## src/rtl/mem_ifc_pkg.sv

```systemverilog
// Shared types and sizing helpers for the SDRAM read burst master.
package mem_ifc_pkg;

    typedef enum logic [1:0] {
        ST_IDLE  = 2'd0,
        ST_ISSUE = 2'd1,
        ST_DRAIN = 2'd2
    } rd_state_e;

    function automatic int word_bytes(input int data_width);
        return data_width / 8;
    endfunction

    // Width able to hold the value MAX_BURST itself, not just MAX_BURST-1.
    function automatic int burst_cnt_w(input int max_burst);
        return $clog2(max_burst) + 1;
    endfunction

endpackage

```

## src/rtl/mem_read_fifo.sv

```systemverilog
// Show-ahead read-data FIFO: the head word is visible on rd_data whenever
// empty is low; a write at edge N is readable right after edge N.
module mem_read_fifo
    import mem_ifc_pkg::*;
#(
    parameter int DATA_WIDTH = 32,
    parameter int DEPTH      = 16
) (
    input  logic                     clk,
    input  logic                     rst_n,
    input  logic                     wr_en,
    input  logic [DATA_WIDTH-1:0]    wr_data,
    input  logic                     rd_en,
    output logic [DATA_WIDTH-1:0]    rd_data,
    output logic                     empty,
    output logic [$clog2(DEPTH):0]   count
);

    localparam int PW = $clog2(DEPTH);

    logic [DATA_WIDTH-1:0] mem [DEPTH];
    logic [PW-1:0]         wr_ptr;
    logic [PW-1:0]         rd_ptr;
    logic                  do_rd;
    logic                  do_wr;

    assign empty   = (count == '0);
    assign do_rd   = rd_en && !empty;
    // A write into a full FIFO is only legal when a pop frees a slot the same cycle.
    assign do_wr   = wr_en && ((count != (PW+1)'(DEPTH)) || do_rd);
    assign rd_data = mem[rd_ptr];

    always_ff @(posedge clk or negedge rst_n) begin
        if (!rst_n) begin
            wr_ptr <= '0;
            rd_ptr <= '0;
            count  <= '0;
        end else begin
            if (do_wr) wr_ptr <= wr_ptr + PW'(1);
            if (do_rd) rd_ptr <= rd_ptr + PW'(1);
            case ({do_wr, do_rd})
                2'b10:   count <= count + (PW+1)'(1);
                2'b01:   count <= count - (PW+1)'(1);
                default: count <= count;
            endcase
        end
    end

    always_ff @(posedge clk) begin
        if (do_wr) mem[wr_ptr] <= wr_data;
    end

endmodule

```

## src/rtl/mem_read_burst_master.sv

```systemverilog
// Reads control_length bytes from control_base over an Avalon-MM burst master
// into a show-ahead FIFO. Bursting is enabled by defining MEM_READ_BURST_EN.
module mem_read_burst_master
    import mem_ifc_pkg::*;
#(
    parameter int DATA_WIDTH = 32,
    parameter int ADDR_WIDTH = 26,
    parameter int FIFO_DEPTH = 16,
    parameter int MAX_BURST  = 8
) (
    input  logic                              clk,
    input  logic                              rst_n,
    input  logic [ADDR_WIDTH-1:0]             control_base,
    input  logic [ADDR_WIDTH-1:0]             control_length,
    input  logic                              control_go,
    output logic                              control_done,
    input  logic                              user_re,
    output logic [DATA_WIDTH-1:0]             user_data,
    output logic                              user_available,
    output logic [ADDR_WIDTH-1:0]             avm_address,
    output logic                              avm_read,
    output logic [burst_cnt_w(MAX_BURST)-1:0] avm_burstcount,
    input  logic                              avm_waitrequest,
    input  logic [DATA_WIDTH-1:0]             avm_readdata,
    input  logic                              avm_readdatavalid
);

    localparam int WB  = word_bytes(DATA_WIDTH);
    localparam int BCW = burst_cnt_w(MAX_BURST);
    localparam int CW  = $clog2(FIFO_DEPTH) + 1;
`ifdef MEM_READ_BURST_EN
    localparam int EFF_BURST = MAX_BURST;
`else
    localparam int EFF_BURST = 1;
`endif
    localparam logic [ADDR_WIDTH-1:0] EFF_BURST_A = ADDR_WIDTH'(EFF_BURST);
    localparam logic [ADDR_WIDTH-1:0] WB_A        = ADDR_WIDTH'(WB);

    rd_state_e             state_q;
    rd_state_e             state_d;
    logic [ADDR_WIDTH-1:0] addr_q;
    logic [ADDR_WIDTH-1:0] words_left_q;
    logic [ADDR_WIDTH-1:0] go_words;
    logic [ADDR_WIDTH-1:0] burst_len;
    logic [ADDR_WIDTH-1:0] bc_ext;
    logic [CW-1:0]         outst_q;
    logic [CW-1:0]         outst_d;
    logic [CW-1:0]         fifo_count;
    logic [CW:0]           credit;
    logic                  rd_q;
    logic [BCW-1:0]        bc_q;
    logic                  done_q;
    logic                  done_set;
    logic                  accept;
    logic                  push;
    logic                  can_issue;
    logic                  fifo_empty;

    assign go_words  = control_length / WB_A;
    assign burst_len = (words_left_q < EFF_BURST_A) ? words_left_q : EFF_BURST_A;
    assign bc_ext    = ADDR_WIDTH'(bc_q);

    // Slots not yet claimed by data sitting in the FIFO or still in flight.
    assign credit    = (CW+1)'(FIFO_DEPTH) - {1'b0, fifo_count} - {1'b0, outst_q};
    assign can_issue = (state_q == ST_ISSUE) && !rd_q && (words_left_q != '0) &&
                       ({{ADDR_WIDTH{1'b0}}, credit} >= {{(CW+1){1'b0}}, burst_len});
    assign accept    = rd_q && !avm_waitrequest;
    // Data with nothing outstanding (e.g. stale beats after a reset) is dropped.
    assign push      = avm_readdatavalid && ((outst_q != '0) || accept);
    assign outst_d   = outst_q + (accept ? CW'(bc_q) : CW'(0)) - (push ? CW'(1) : CW'(0));

    always_ff @(posedge clk or negedge rst_n) begin
        if (!rst_n) state_q <= ST_IDLE;
        else        state_q <= state_d;
    end

    always_comb begin
        state_d  = state_q;
        done_set = 1'b0;
        unique case (state_q)
            ST_IDLE: begin
                if (control_go) begin
                    if (go_words == '0) done_set = 1'b1;
                    else                state_d  = ST_ISSUE;
                end
            end
            ST_ISSUE: begin
                if (accept && (words_left_q == bc_ext)) state_d = ST_DRAIN;
            end
            ST_DRAIN: begin
                if ((outst_q == '0) && fifo_empty) begin
                    done_set = 1'b1;
                    state_d  = ST_IDLE;
                end
            end
            default: state_d = ST_IDLE;
        endcase
    end

    // The request registers only change on issue or accept, so they stay
    // frozen for as long as the slave holds waitrequest.
    always_ff @(posedge clk or negedge rst_n) begin
        if (!rst_n) begin
            addr_q       <= '0;
            words_left_q <= '0;
            outst_q      <= '0;
            rd_q         <= 1'b0;
            bc_q         <= '0;
            done_q       <= 1'b0;
        end else begin
            done_q  <= done_set;
            outst_q <= outst_d;
            if ((state_q == ST_IDLE) && control_go) begin
                addr_q       <= control_base;
                words_left_q <= go_words;
            end
            if (can_issue) begin
                rd_q <= 1'b1;
                bc_q <= BCW'(burst_len);
            end
            if (accept) begin
                rd_q         <= 1'b0;
                addr_q       <= addr_q + bc_ext * WB_A;
                words_left_q <= words_left_q - bc_ext;
            end
        end
    end

    assign control_done   = done_q;
    assign avm_read       = rd_q;
    assign avm_address    = addr_q;
    assign avm_burstcount = bc_q;
    assign user_available = !fifo_empty;

    mem_read_fifo #(
        .DATA_WIDTH (DATA_WIDTH),
        .DEPTH      (FIFO_DEPTH)
    ) u_fifo (
        .clk     (clk),
        .rst_n   (rst_n),
        .wr_en   (push),
        .wr_data (avm_readdata),
        .rd_en   (user_re),
        .rd_data (user_data),
        .empty   (fifo_empty),
        .count   (fifo_count)
    );

endmodule

```

## config.mk

```make
export PLATFORM = sky130hd
export DESIGN_NAME = mem_read_burst_master
export DESIGN_NICKNAME = d
export VERILOG_FILES = /design/src/rtl/mem_ifc_pkg.sv /design/src/rtl/mem_read_fifo.sv /design/src/rtl/mem_read_burst_master.sv
export SDC_FILE = /design/constraint.sdc
export NUM_CORES = 1
export LEC_CHECK = 0
export CAP_MARGIN = 40
export CORE_ASPECT_RATIO = 1.4
export CORE_MARGIN = 4
export CORE_UTILIZATION = 59
export DETAILED_ROUTE_END_ITERATION = 12
export GPL_TIMING_DRIVEN = 1
export PLACE_DENSITY = 0.88
export SYNTH_ARGS = -nofsm -noshare
export SYNTH_HDL_FRONTEND = slang
export SYNTH_SLANG_ARGS = --single-unit
export TNS_END_PERCENT = 20
```

## constraint.sdc

```tcl
create_clock -name clk -period 4.4 [get_ports clk]
set_input_delay 1.1 -clock clk [delete_from_list [all_inputs] [get_ports clk]]
set_output_delay 1.1 -clock clk [all_outputs]
set_load 0.02 [all_outputs]
```

Yosys cells after proc, flatten, opt, wreduce, memory -nomap -nowiden
Memories as Yosys holds them, arrays and structs flattened.
Cells that the tools add are included.
Storage, ports and cells
  input port bits: 90
  flip-flop bits (word level): 78
  memory bits (writable): 512
  memories kept: 1
  word-level logic and storage cells: 79
Memories
  u_fifo.mem: depth 16, bits a word 32, rd ports 1, clocked after Yosys merged registers in 0, wr ports 1, RTL line mem_read_fifo.sv:21  | logic [DATA_WIDTH-1:0] mem [DEPTH];
Operators by class
  reduce and logical (&&, ||, !) cells: 25
  $lt $le $gt $ge: 2
  equality and inequality tests: 10
  mux-type cells: 21
  add/sub/neg operators: 10
Operator list (number)
  $mux W26: 5
  $add A26 B6 Y26: 1
  $eq A26 B4 Y1: 1
  $ge A6 B26 Y1: 1
  $logic_not A26 Y1: 1
  $lt A26 B1 Y1 const B: 1
  $reduce_bool A26 Y1: 1
  $sub A26 B4 Y26: 1
  $logic_and A1 B1 Y1: 10
  $logic_not A5 Y1: 2
  $pmux W5 S2: 1
  $add A4 B1 Y4 const B: 2
  $mux W1: 8
  $mux W2: 4
  $ne A2 B2 Y1 const B: 3
  $pmux W2 S3: 1
  $reduce_bool A2 Y1: 3
  $sub A5 B5 Y6 const A: 1
  $sub A6 B5 Y6: 1
  $add A5 B1 Y5 const B: 1
  $add A5 B4 Y5: 1
  $ne A5 B5 Y1 const B: 1
  $reduce_bool A5 Y1: 1
  $sub A5 B1 Y5: 1
  10 further kinds: 15

Logic depth before layout (Yosys ltp)
Gate-level depths: netlist of the first run.
  word-level depth: 7
  mapped depth: 13

Cells and area by module
From an unflattened synthesis of the first run, not the netlist that was laid out.
Unflattened totals
  cells, all modules: 1386
  area, all modules: 24388.4 µm²
Modules (own cells, without submodules)
  mem_read_fifo: area each 20016.7 µm², seq. area each 15700.1 µm², times used 1, cells an instance 885
  mem_read_burst_master: area each 4371.7 µm², seq. area each 1626.6 µm², times used 1, cells an instance 501

Least setup slack after synthesis of the first run
No wires, ideal clock.
  path type: in2reg
  start: input avm_waitrequest
  end: memory u_fifo.mem[3][0] (enable)
  arrival time: 4.206 ns
  setup time: 0.461 ns
  data required time: 3.939 ns
  path slack: -0.267 ns
  cell stages on the path: 5
  buffers on the path: 0
  path through: and2b_1 o31ai_4 a31oi_2 nand2_1 nor3_1
On the way
  word-level cells in the longest chain between the ends: 7
RTL lines
  start: declaration: RTL line mem_read_burst_master.sv:23  | input logic avm_waitrequest,
  $logic_not A1 Y1: RTL line mem_read_burst_master.sv:67  | assign accept = rd_q && !avm_waitrequest;
  $logic_and A1 B1 Y1: RTL line mem_read_burst_master.sv:67
  $logic_or A1 B1 Y1: RTL line mem_read_burst_master.sv:69  | assign push = avm_readdatavalid && ((outst_q != '0) || accept);
  $logic_and A1 B1 Y1: RTL line mem_read_burst_master.sv:69
  $logic_and A1 B1 Y1: RTL line mem_read_fifo.sv:30  | assign do_wr = wr_en && ((count != (PW+1)'(DEPTH)) || do_rd);
  $mux W1: RTL line mem_read_fifo.sv:50  | if (do_wr) mem[wr_ptr] <= wr_data;
  $mux W1 (implied by the code): RTL line mem_read_fifo.sv:50
  end: declaration: RTL line mem_read_fifo.sv:21
No other way between the ends.

Worst setup path in the final report of the first run
  start: register u_fifo.rd_ptr[0]
  end: output user_data[0]
On the way
  word-level cells in the longest chain between the ends: 1
RTL lines
  start: declaration: RTL line mem_read_fifo.sv:23  | logic [PW-1:0] rd_ptr;
  start signal: assignment: RTL line mem_read_fifo.sv:40  | if (do_rd) rd_ptr <= rd_ptr + PW'(1);
  $mem_v2 Z16 W32
  end: declaration: RTL line mem_read_burst_master.sv:18  | output logic [DATA_WIDTH-1:0] user_data,
No other way between the ends.

==> metrics, run 1 <==
result of the run=finished clean; final worst path period share=97.6%; data arrival time of the critical path=about 3.2 ns; Tot Pwr=19.1 mW; DP Wirelength=32300 microns; average wire per cell in the routed design=29.8 microns; Static Leakage=9.54 nW; part of the total power dissipated in the clock network=23.3%; origin of the critical flop-to-flop path=u_fifo.count[1]; time the final worst path needs with I/O delays and setup=4.29 ns; Clk Latency, worst-skew pair=0.60 ns; GRT Residual Overflow=0; number of distinct library cells after synthesis=71; routed wire length=slightly above 60000 microns; sequential share of power=39.3%; overall die area=roughly 45000 sq um; Root Buffer Master=clkbuf_16; io pins=155; Worst Hold Path EP=avm_address[1]; CP Class=flop to output pin; placed standard-cell area=about 27000 sq um; Worst R2R Path Depth=12; endpoint of the worst-slack reg-to-reg timing path=avm_burstcount[0]; Final Hold Slack=slightly below 0.5 ns; WHS Path Cells=2; clock slew at reported path FFs=0.07 ns; Post-DRT Antenna Nets=0; proportion of layout cells with a drive suffix above 1=20.6%; Layout Cell Area excl Fill=28700 sq um; floorplan core area=41100 sq um; top cells by area in the synthesized netlist=edfxtp_1, mux4_2, dfrtp_1, ha_1, nor2_1; Iteration-0 DRC Markers=about 1700; Max Clock Freq=0.233 GHz; dominant cell type by area after synthesis=edfxtp_1; DRC violations left=0; netlist area before placement=24400 sq um; worst-case headroom to the max-slew limit=46.7%; cell-internal power=12.7 mW; vias per cell=6.71; Crit Path Max Fanout=30; CTS tree=built; Least-Margin Pin Slew=around 0.80 ns; Mapped Cells=roughly 1300; Chip Width=180 microns; Tot GR Track Use=27.6%; post-synth top area share=roughly 63%; count of final setup violators=0; flop-to-flop setup slack=1.08 ns; largest net degree at the start of global routing=79; number of non-filler instances in the completed layout=2073; htree depth=2; Worst Hold Launch=avm_address[1]; path category of the worst min-delay check=flop to flop; Yosys reg bits=590; number of antenna violations at the first check in global routing=4; first-pass iteration count of the detailed router=5; Post-synth EDFFs=512; average footprint of a synthesized cell=about 19 sq um; power density of the placed cells=664 nW/um^2; RSZ-0062 raised after global routing=false; Req. time, crit path=about 3.3 ns; Startpoint Class=flop; fraction of power spent switching nets=33.5%; effective utilization at floorplan=between 50% and 60%; endpoints failing hold=0; total number of vias=between 10000 and 15000; most numerous cell in the Yosys netlist=edfxtp_1; vias in the first global route=14500; number of warnings issued by yosys=0; buffers from clock root to sink, at most=3; global-route wire length before repair=between 90000 and 100000 microns; number of buffers added by the clock tree synthesis step=51; number of I/O port buffers=152; element type at the critical path end=output pin; area growth from synthesis to final layout=17.5%; P_sw=6.38 mW; combinational cell fraction of total power=a little under two fifths; post-layout worst setup margin=0.107 ns; Vert. Die Dim=between 200 and 250 microns; setup slack after placement=around 0.37 ns; leading register cell type out of synthesis=edfxtp_1; Cell Rows=88; number of placed cells counting well taps=1978; Clock Sink Count=590; peak supply drop=0.405 mV; top post-synthesis cells by count=edfxtp_1, mux4_2, dfrtp_1, nor2_1, nand2_1; Max-Cap Viols=0; weighted congestion at the end of routability-driven global placement=0.903; final slew viol count=0; sequential element share of the synthesized area=between 70% and 80%; setup clock skew after layout=0.0318 ns; post-layout net count=1626; Async SR Flop Fraction=13.2%
state kept, by name, indices dropped and copies added, names as in the netlist, 4 cells and up:
name            cells
avm_address        26
avm_burstcount      4
outst_q             5
u_fifo.count        5
u_fifo.mem        512
u_fifo.rd_ptr       4
u_fifo.wr_ptr       4
words_left_q       26
critical path, stage by stage (launching register included):
cell and delay [ns]:
dfrtp_4 0.63, buf_12 0.31, mux4_2 0.56, mux4_2 0.54, clkdlybuf4s50_1 0.58
repair_timing:
| action | 4_1_cts | 5_1_grt |
|---|---|---|
| hold buffers | 0 | 0 |
| setup buffers | 1 | 0 |
| resized for setup | 0 | 1 |
| endpoints found under the setup margin | 10 | 1 |
| pin swaps | 0 | 0 |
layout make-up:
cell class | count | area, sq um
sequential | 590 | 17300
timing repair buffer | 190 | 2090
clock buffer | 61 | 1350
inverter | 38 | 143
clock inverter | 31 | 273
multi-input combinational | 621 | 6860
antenna | 2 | 5.00
tap | 540 | 676
fill | 2315 | 12300
per-layer routing:
| metal | wire length [microns] | up-vias | global-route usage, % |
|---|---|---|---|
| met5 | 46 | - | 0 |
| met4 | 1670 | 6 | 7.24 |
| met3 | 4880 | 142 | 4.06 |
| met2 | 33100 | 911 | 49.1 |
| met1 | 22000 | 7178 | 36.3 |
| li1 | - | 5676 | - |
cells by family after synthesis:
family | Yosys count | share of synthesized area (%)
other cells | 1 | 0.0153
buf+inv | 101 | 1.64
mux | 171 | 15.2
xor+xnor | 19 | 0.681
fa+ha+maj | 44 | 2.41
flops | 590 | 70.9
compound gates | 131 | 3.73
simple gates | 251 | 5.41
stage by stage:
step	util, %	setup TNS (ns)
after floorplan	-	-21.87
after global placement	65.9	0
after detailed placement	65.9	0
after CTS	69.9	0
after global routing	69.9	0
final	69.9	0
power groups by stage:
| stage | clock network, mW | registers [mW] | logic (mW) |
|---|---|---|---|
| after floorplan | 0 | 7.45 | 4.52 |
| after global placement | 0 | 7.48 | 6.72 |
| after detailed placement | 0 | 7.56 | 6.98 |
| after CTS | 4.48 | 7.47 | 7.18 |
| after global routing | 4.73 | 7.55 | 7.61 |
| final | 4.43 | 7.49 | 7.14 |
worst max path at each step:
stage / end / start / slack (ns)
after CTS: user_data[16] / u_fifo.rd_ptr[0] / 0.03
after global routing: user_data[0] / u_fifo.rd_ptr[0] / 0.04
after detailed placement: u_fifo.mem[15][18] / avm_waitrequest / 0.37
final: user_data[0] / u_fifo.rd_ptr[0] / 0.11
after floorplan: u_fifo.mem[0][0] / avm_waitrequest / -0.23
after global placement: u_fifo.mem[15][17] / avm_waitrequest / 0.48
layout by cell type (no fill, tap or decap), types with 12 or more instances in the layout:
cell and count:
mux4_2 160, clkbuf_16 52, inv_1 37, dfrtp_1 74
buf_12 22, a211oi_1 17, ha_1 39, clkdlybuf4s50_1 151
a21oi_1 29, xnor2_1 14, o21ai_0 17, nor4_1 19
clkinv_1 13, edfxtp_1 512, nor3_1 28, nor2_1 54
nand3_1 12, nor2_4 12, buf_4 15, nand2_1 56
Power figures use the tool's default switching activity.
==> run 2: changes to the inputs <==
Settings changed: CORE_UTILIZATION 59 to 60, CTS_BUF_LIST from default to sky130_fd_sc_hd__clkbuf_2 sky130_fd_sc_hd__clkbuf_4 sky130_fd_sc_hd__clkbuf_8, PLACE_DENSITY 0.88 to 0.81.
Clock period 4.4 ns to 4.3 ns, I/O delays scaled along.
==> metrics, run 2 (synthesis gave the netlist of run 1 again) <==
sequential share of power=40.0% (+0.7 points); path category of the worst min-delay check=primary input to async pin; final slew viol count=0 (unchanged); vias in the first global route=14200 (-2.5%); P_sw=6.24 mW (-2.1%); most common cell after layout, fill and taps aside=edfxtp_1; worst-case headroom to the max-slew limit=60.3% (+14 points); cell-internal power=12.9 mW (+1.4%); setup slack after placement=0.433 ns (+0.0582 ns); flip-flop and latch area=17300 sq um (unchanged); DP Wirelength=32500 microns (+0.57%); CTS tree=built; floorplan core area=40300 sq um (-1.9%); Vert. Die Dim=247 microns (-0.81%); Req. time, crit path=3.22 ns (-0.08 ns); Max Clock Freq=0.239 GHz; CP Class=flop to output pin; io pins=155 (unchanged); data arrival time of the critical path=3.11 ns (-0.08 ns); power density of the placed cells=663 nW/um^2 (about the same); global-route wire length before repair=84300 microns (-10%); element type at the critical path end=output pin; number of buffers added by the clock tree synthesis step=84 (+65%); placed standard-cell area=27000 sq um (-0.28%); total negative setup slack=0 ns (unchanged); Root Buffer Master=clkbuf_8; first-pass iteration count of the detailed router=5 (unchanged); peak supply drop=0.411 mV (+1.6%); Max-Cap Viols=0 (unchanged); area growth from synthesis to final layout=17.8%; result of the run=finished clean; area used by multi-input combinational logic=6860 sq um (unchanged); proportion of layout cells with a drive suffix above 1=24.2% (+3.6 points); Least-Margin Pin Slew=0.591 ns (-0.206 ns); Clock Sink Count=590 (unchanged); flip-flop count of the largest register after layout=512 (unchanged); Layout Cell Area excl Fill=28800 sq um (+0.28%); post-layout worst setup margin=0.112 ns (+0.00505 ns); Crit Path Max Fanout=32 (+6.7%); endpoints failing hold=0 (unchanged); DRC violations left=0 (unchanged); average wire per cell in the routed design=25.8 microns (-14%); Post-DRT Antenna Nets=0 (unchanged); Startpoint Class=flop; total number of vias=13600 (-2.5%); hold bufs inserted after CTS=0 (unchanged); post-layout util=71.5% (+1.6 points); clock slew at reported path FFs=0.06 ns (about the same); largest net degree at the start of global routing=51 (-35%); antenna fix cells=0 (-2); Tot GR Track Use=25.7% (-2.0 points); htree depth=3 (+1); overall die area=44100 sq um (-1.6%); vias per cell=6.33 (-5.7%); number of antenna violations at the first check in global routing=4 (unchanged); combinational cell fraction of total power=37.6% (+0.2 points); Cell Rows=87 (-1.1%); Chip Width=179 microns (-0.80%); number of I/O port buffers=152 (unchanged); fraction of power spent switching nets=32.7% (-0.78 points); buffers from clock root to sink, at most=3 (unchanged); weighted congestion at the end of routability-driven global placement=0.842 (-6.8%); count of final setup violators=0 (unchanged); effective utilization at floorplan=60.7% (+1.2 points); Iteration-0 DRC Markers=1184 (-32%); time the final worst path needs with I/O delays and setup=4.19 ns; Clk Latency, worst-skew pair=0.64 ns (+0.04 ns); most used cells in the layout excluding fill and tap cells=edfxtp_1, mux4_2, clkdlybuf4s50_1, clkbuf_8, dfrtp_1; routed wire length=55200 microns (-11%); register with the highest flop count=u_fifo.mem; Static Leakage=9.74 nW (+2.1%); GRT Residual Overflow=0 (unchanged); number of inserted filler cells in the final layout=2352 (+1.6%); post-layout net count=1680 (+3.3%); final worst path period share=a little over nine tenths; setup clock skew after layout=0.0458 ns (+0.0140 ns); Tot Pwr=19.1 mW (+0.20%); part of the total power dissipated in the clock network=22.4% (-0.9 points)
run 2: cell count changes in the layout (fill, tap and decap cells not counted), sizes merged, moves of 2 or more:
cell | before | now
buf | 39 | 58
clkinvlp | 4 | 1
dlygate4sd2 | 0 | 5
clkbuf | 61 | 107
diode | 2 | 0
clkinv | 22 | 35
clkdlybuf4s50 | 151 | 146
run 2: worst max-delay path: stages (launching register included):
cell and delay, ns:
dfrtp_4 0.47, buf_12 0.15, buf_16 0.26, mux4_2 0.55
mux4_2 0.48, clkdlybuf4s50_1 0.55
run 2: worst paths after layout:
kind	slack (ns)	startpoint	depth (start not counted)	to
min in group clk	0.48	avm_address[1]	2	avm_address[1]
worst min-delay path	0.32	rst_n	1	avm_address[8]
worst max-delay path	0.11	u_fifo.rd_ptr[0]	5	user_data[17]
worst min register to register	0.48	avm_address[1]	2	avm_address[1]
worst max register to register	1.00	u_fifo.count[1]	12	avm_burstcount[0]
max in group asynchronous	3.19	rst_n	3	avm_address[15]
run 2: power groups by stage:
stage	Combinational [mW]	Sequential, mW	Clock (mW)
3_3_place_gp	6.83	7.67	0
3_5_place_dp	7.03	7.74	0
6_report	7.18	7.63	4.29
2_1_floorplan	4.63	7.62	0
4_1_cts	7.22	7.61	4.36
5_1_grt	7.75	7.69	4.67
run 2: area by class of cell:
class	instances	share of cell area, %
timing repair buffer	211	7.55
tap	534	2.32
sequential	590	60.2
clock inverter	43	1.04
inverter	38	0.495
multi-input combinational	621	23.8
clock buffer	105	4.60
run 2: per-layer routing:
| metal | track usage, % | share of wire (%) | up-vias |
|---|---|---|---|
| met1 | 33.4 | 37 | 7009 |
| met5 | 0 | 0.062 | - |
| li1 | - | - | 5812 |
| met4 | 6.73 | 1.8 | 6 |
| met3 | 5.23 | 7.5 | 85 |
| met2 | 44.7 | 54 | 650 |
run 2: repair_timing:
| item | CTS | global route |
|---|---|---|
| setup buffers | 3 | 0 |
| endpoints found under the setup margin | 32 | 15 |
| gates cloned | 2 | 2 |
| resized for setup | 9 | 0 |
run 2: metrics by stage:
stage	hold WS, ns	cells
finish	0.322	2142
global route	0.296	2142
CTS	0.281	2140
detailed placement	0.471	1987
global placement	0.463	1985
floorplan	0.464	1312
==> run 3: changes to the inputs <==
Settings changed: SETUP_SLACK_MARGIN from default to 0.3.
==> metrics, run 3 (synthesis gave the netlist of run 1 again) <==
most common cell after layout, fill and taps aside=edfxtp_1; io pins=155 (unchanged); cell-internal power=12.8 mW (-0.26%); Max Clock Freq=0.240 GHz (+0.53%); routed wire length=55800 microns (+1.1%); CP Class=flop to output pin; setup slack after placement=0.433 ns (unchanged); power density of the placed cells=662 nW/um^2 (-0.21%); Static Leakage=9.85 nW (+1.1%); Post-DRT Antenna Nets=0 (unchanged); largest net degree at the start of global routing=51 (unchanged); DRC violations left=0 (unchanged); post-layout net count=1686 (+0.36%); setup clock skew after layout=0.0482 ns (+0.00245 ns); effective utilization at floorplan=60.7% (unchanged); combinational cell fraction of total power=37.7% (about the same); endpoints failing hold=0 (unchanged); RSZ-0062 raised after global routing=true; DP Wirelength=32500 microns (unchanged); vias per cell=6.37 (+0.60%); peak supply drop=0.411 mV (-0.12%); sequential share of power=39.8% (-0.2 points); Chip Width=179 microns (unchanged); final worst path period share=96.9% (-0.51 points); weighted congestion at the end of routability-driven global placement=0.842 (unchanged); flip-flop count of the largest register after layout=512 (unchanged); proportion of layout cells with a drive suffix above 1=24.5% (+0.28 points); capture point of the worst path=user_data[3]; Final Hold Slack=0.305 ns (-0.0170 ns); Vert. Die Dim=247 microns (unchanged); worst-case headroom to the max-slew limit=61.4% (+1.1 points); total number of vias=13700 (+0.88%); first-pass iteration count of the detailed router=7 (+2); clock slew at reported path FFs=0.06 ns (about the same); data arrival time of the critical path=3.09 ns (-0.02 ns); Cell Rows=87 (unchanged); element type at the critical path end=output pin; path category of the worst min-delay check=primary input to async pin; area growth from synthesis to final layout=18.1%; origin of the critical flop-to-flop path=u_fifo.count[1]; fraction of power spent switching nets=32.9% (+0.20 points); CTS tree=built; global-route wire length before repair=85800 microns (+1.8%); overall die area=44100 sq um (unchanged); count of final setup violators=0 (unchanged); post-layout worst setup margin=0.134 ns (+0.0220 ns); number of I/O port buffers=152 (unchanged); register with the highest flop count=u_fifo.mem; endpoint of the worst-slack reg-to-reg timing path=avm_burstcount[0]; buffers from clock root to sink, at most=3 (unchanged); Iteration-0 DRC Markers=1158 (-2.2%); htree depth=3 (unchanged); Clock Sink Count=590 (unchanged); Crit Path Max Fanout=33 (+3.1%); vias in the first global route=14300 (+0.73%); start point of the critical path=u_fifo.rd_ptr[0]; Startpoint Class=flop; antenna fix cells=0 (unchanged); time the final worst path needs with I/O delays and setup=4.17 ns (-0.0220 ns); Req. time, crit path=3.22 ns (about the same); total negative setup slack=0 ns (unchanged); number of antenna violations at the first check in global routing=4 (unchanged); result of the run=finished clean; GRT Residual Overflow=0 (unchanged); Tot GR Track Use=26.3% (+0.59 points); placed standard-cell area=27000 sq um (unchanged); flop-to-flop setup slack=1.01 ns (about the same); Least-Margin Pin Slew=0.575 ns (-0.0158 ns); part of the total power dissipated in the clock network=22.5% (about the same); Worst R2R Path Depth=12 (unchanged); Layout Cell Area excl Fill=28900 sq um (+0.24%); average wire per cell in the routed design=26.0 microns (+0.85%); Max-Cap Viols=0 (unchanged); Clk Latency, worst-skew pair=0.66 ns (+0.02 ns); number of buffers added by the clock tree synthesis step=84 (unchanged); Tot Pwr=19.1 mW (about the same); most used cells in the layout excluding fill and tap cells=edfxtp_1, mux4_2, clkdlybuf4s50_1, clkbuf_8, dfrtp_1; P_sw=6.28 mW (+0.63%); final slew viol count=0 (unchanged); floorplan core area=40300 sq um (unchanged); Root Buffer Master=clkbuf_8
[run 3: metrics by stage]
stage | std cells | util (%)
2_1_floorplan | 1312 | -
3_3_place_gp | 1985 | 67.0
3_5_place_dp | 1987 | 67.1
4_1_cts | 2148 | 71.7
5_1_grt | 2148 | 71.7
6_report | 2148 | 71.7
[run 3: worst min-delay path by stage]
stage / from / endpoint / slack, ns / cells past startpoint
6_report: rst_n / avm_address[8] / 0.31 / 1
5_1_grt: rst_n / avm_address[8] / 0.29 / 1
4_1_cts: rst_n / avm_address[8] / 0.28 / 1
3_5_place_dp: avm_address[1] / avm_address[1] / 0.47 / 2
3_3_place_gp: avm_address[1] / avm_address[1] / 0.46 / 2
2_1_floorplan: state_q[1] / state_q[0] / 0.46 / 1
[run 3: power by group through the flow]
stage	combinational [mW]	clock, mW	sequential, mW
finish	7.21	4.30	7.60
global route	7.78	4.67	7.66
CTS	7.31	4.36	7.58
detailed placement	7.03	0	7.74
global placement	6.83	0	7.67
floorplan	4.63	0	7.62
[run 3: worst max-delay path: stages (launching register included)]
cell and delay [ns]:
dfrtp_4 0.47, buf_16 0.27, mux4_2 0.58, mux4_2 0.53, clkdlybuf4s50_1 0.56
[run 3: timing repair]
action                                  in CTS  in global routing
resized for setup                           26                  4
setup buffers                                8                  0
cloned                                       5                  0
endpoints found under the hold margin        0                  0
endpoints found under the setup margin      32                 32
hold buffers                                 0                  0
[run 3: layout make-up]
type | instances | area [sq um]
Clock buffer | 105 | 1330
Clock inverter | 43 | 299
Fill cell | 2343 | 11400
Inverter | 38 | 143
Multi-Input combinational cell | 621 | 6860
Sequential cell | 590 | 17300
Tap cell | 534 | 668
Timing Repair Buffer | 217 | 2240
[run 3: layer usage]
| layer | global-route usage, % | share of wire (%) | wire [microns] |
|---|---|---|---|
| met5 | 0 | 0.061 | 34 |
| met4 | 7.45 | 2.1 | 1160 |
| met3 | 5.34 | 8.0 | 4440 |
| met2 | 45.6 | 54 | 30200 |
| met1 | 34.0 | 36 | 19900 |
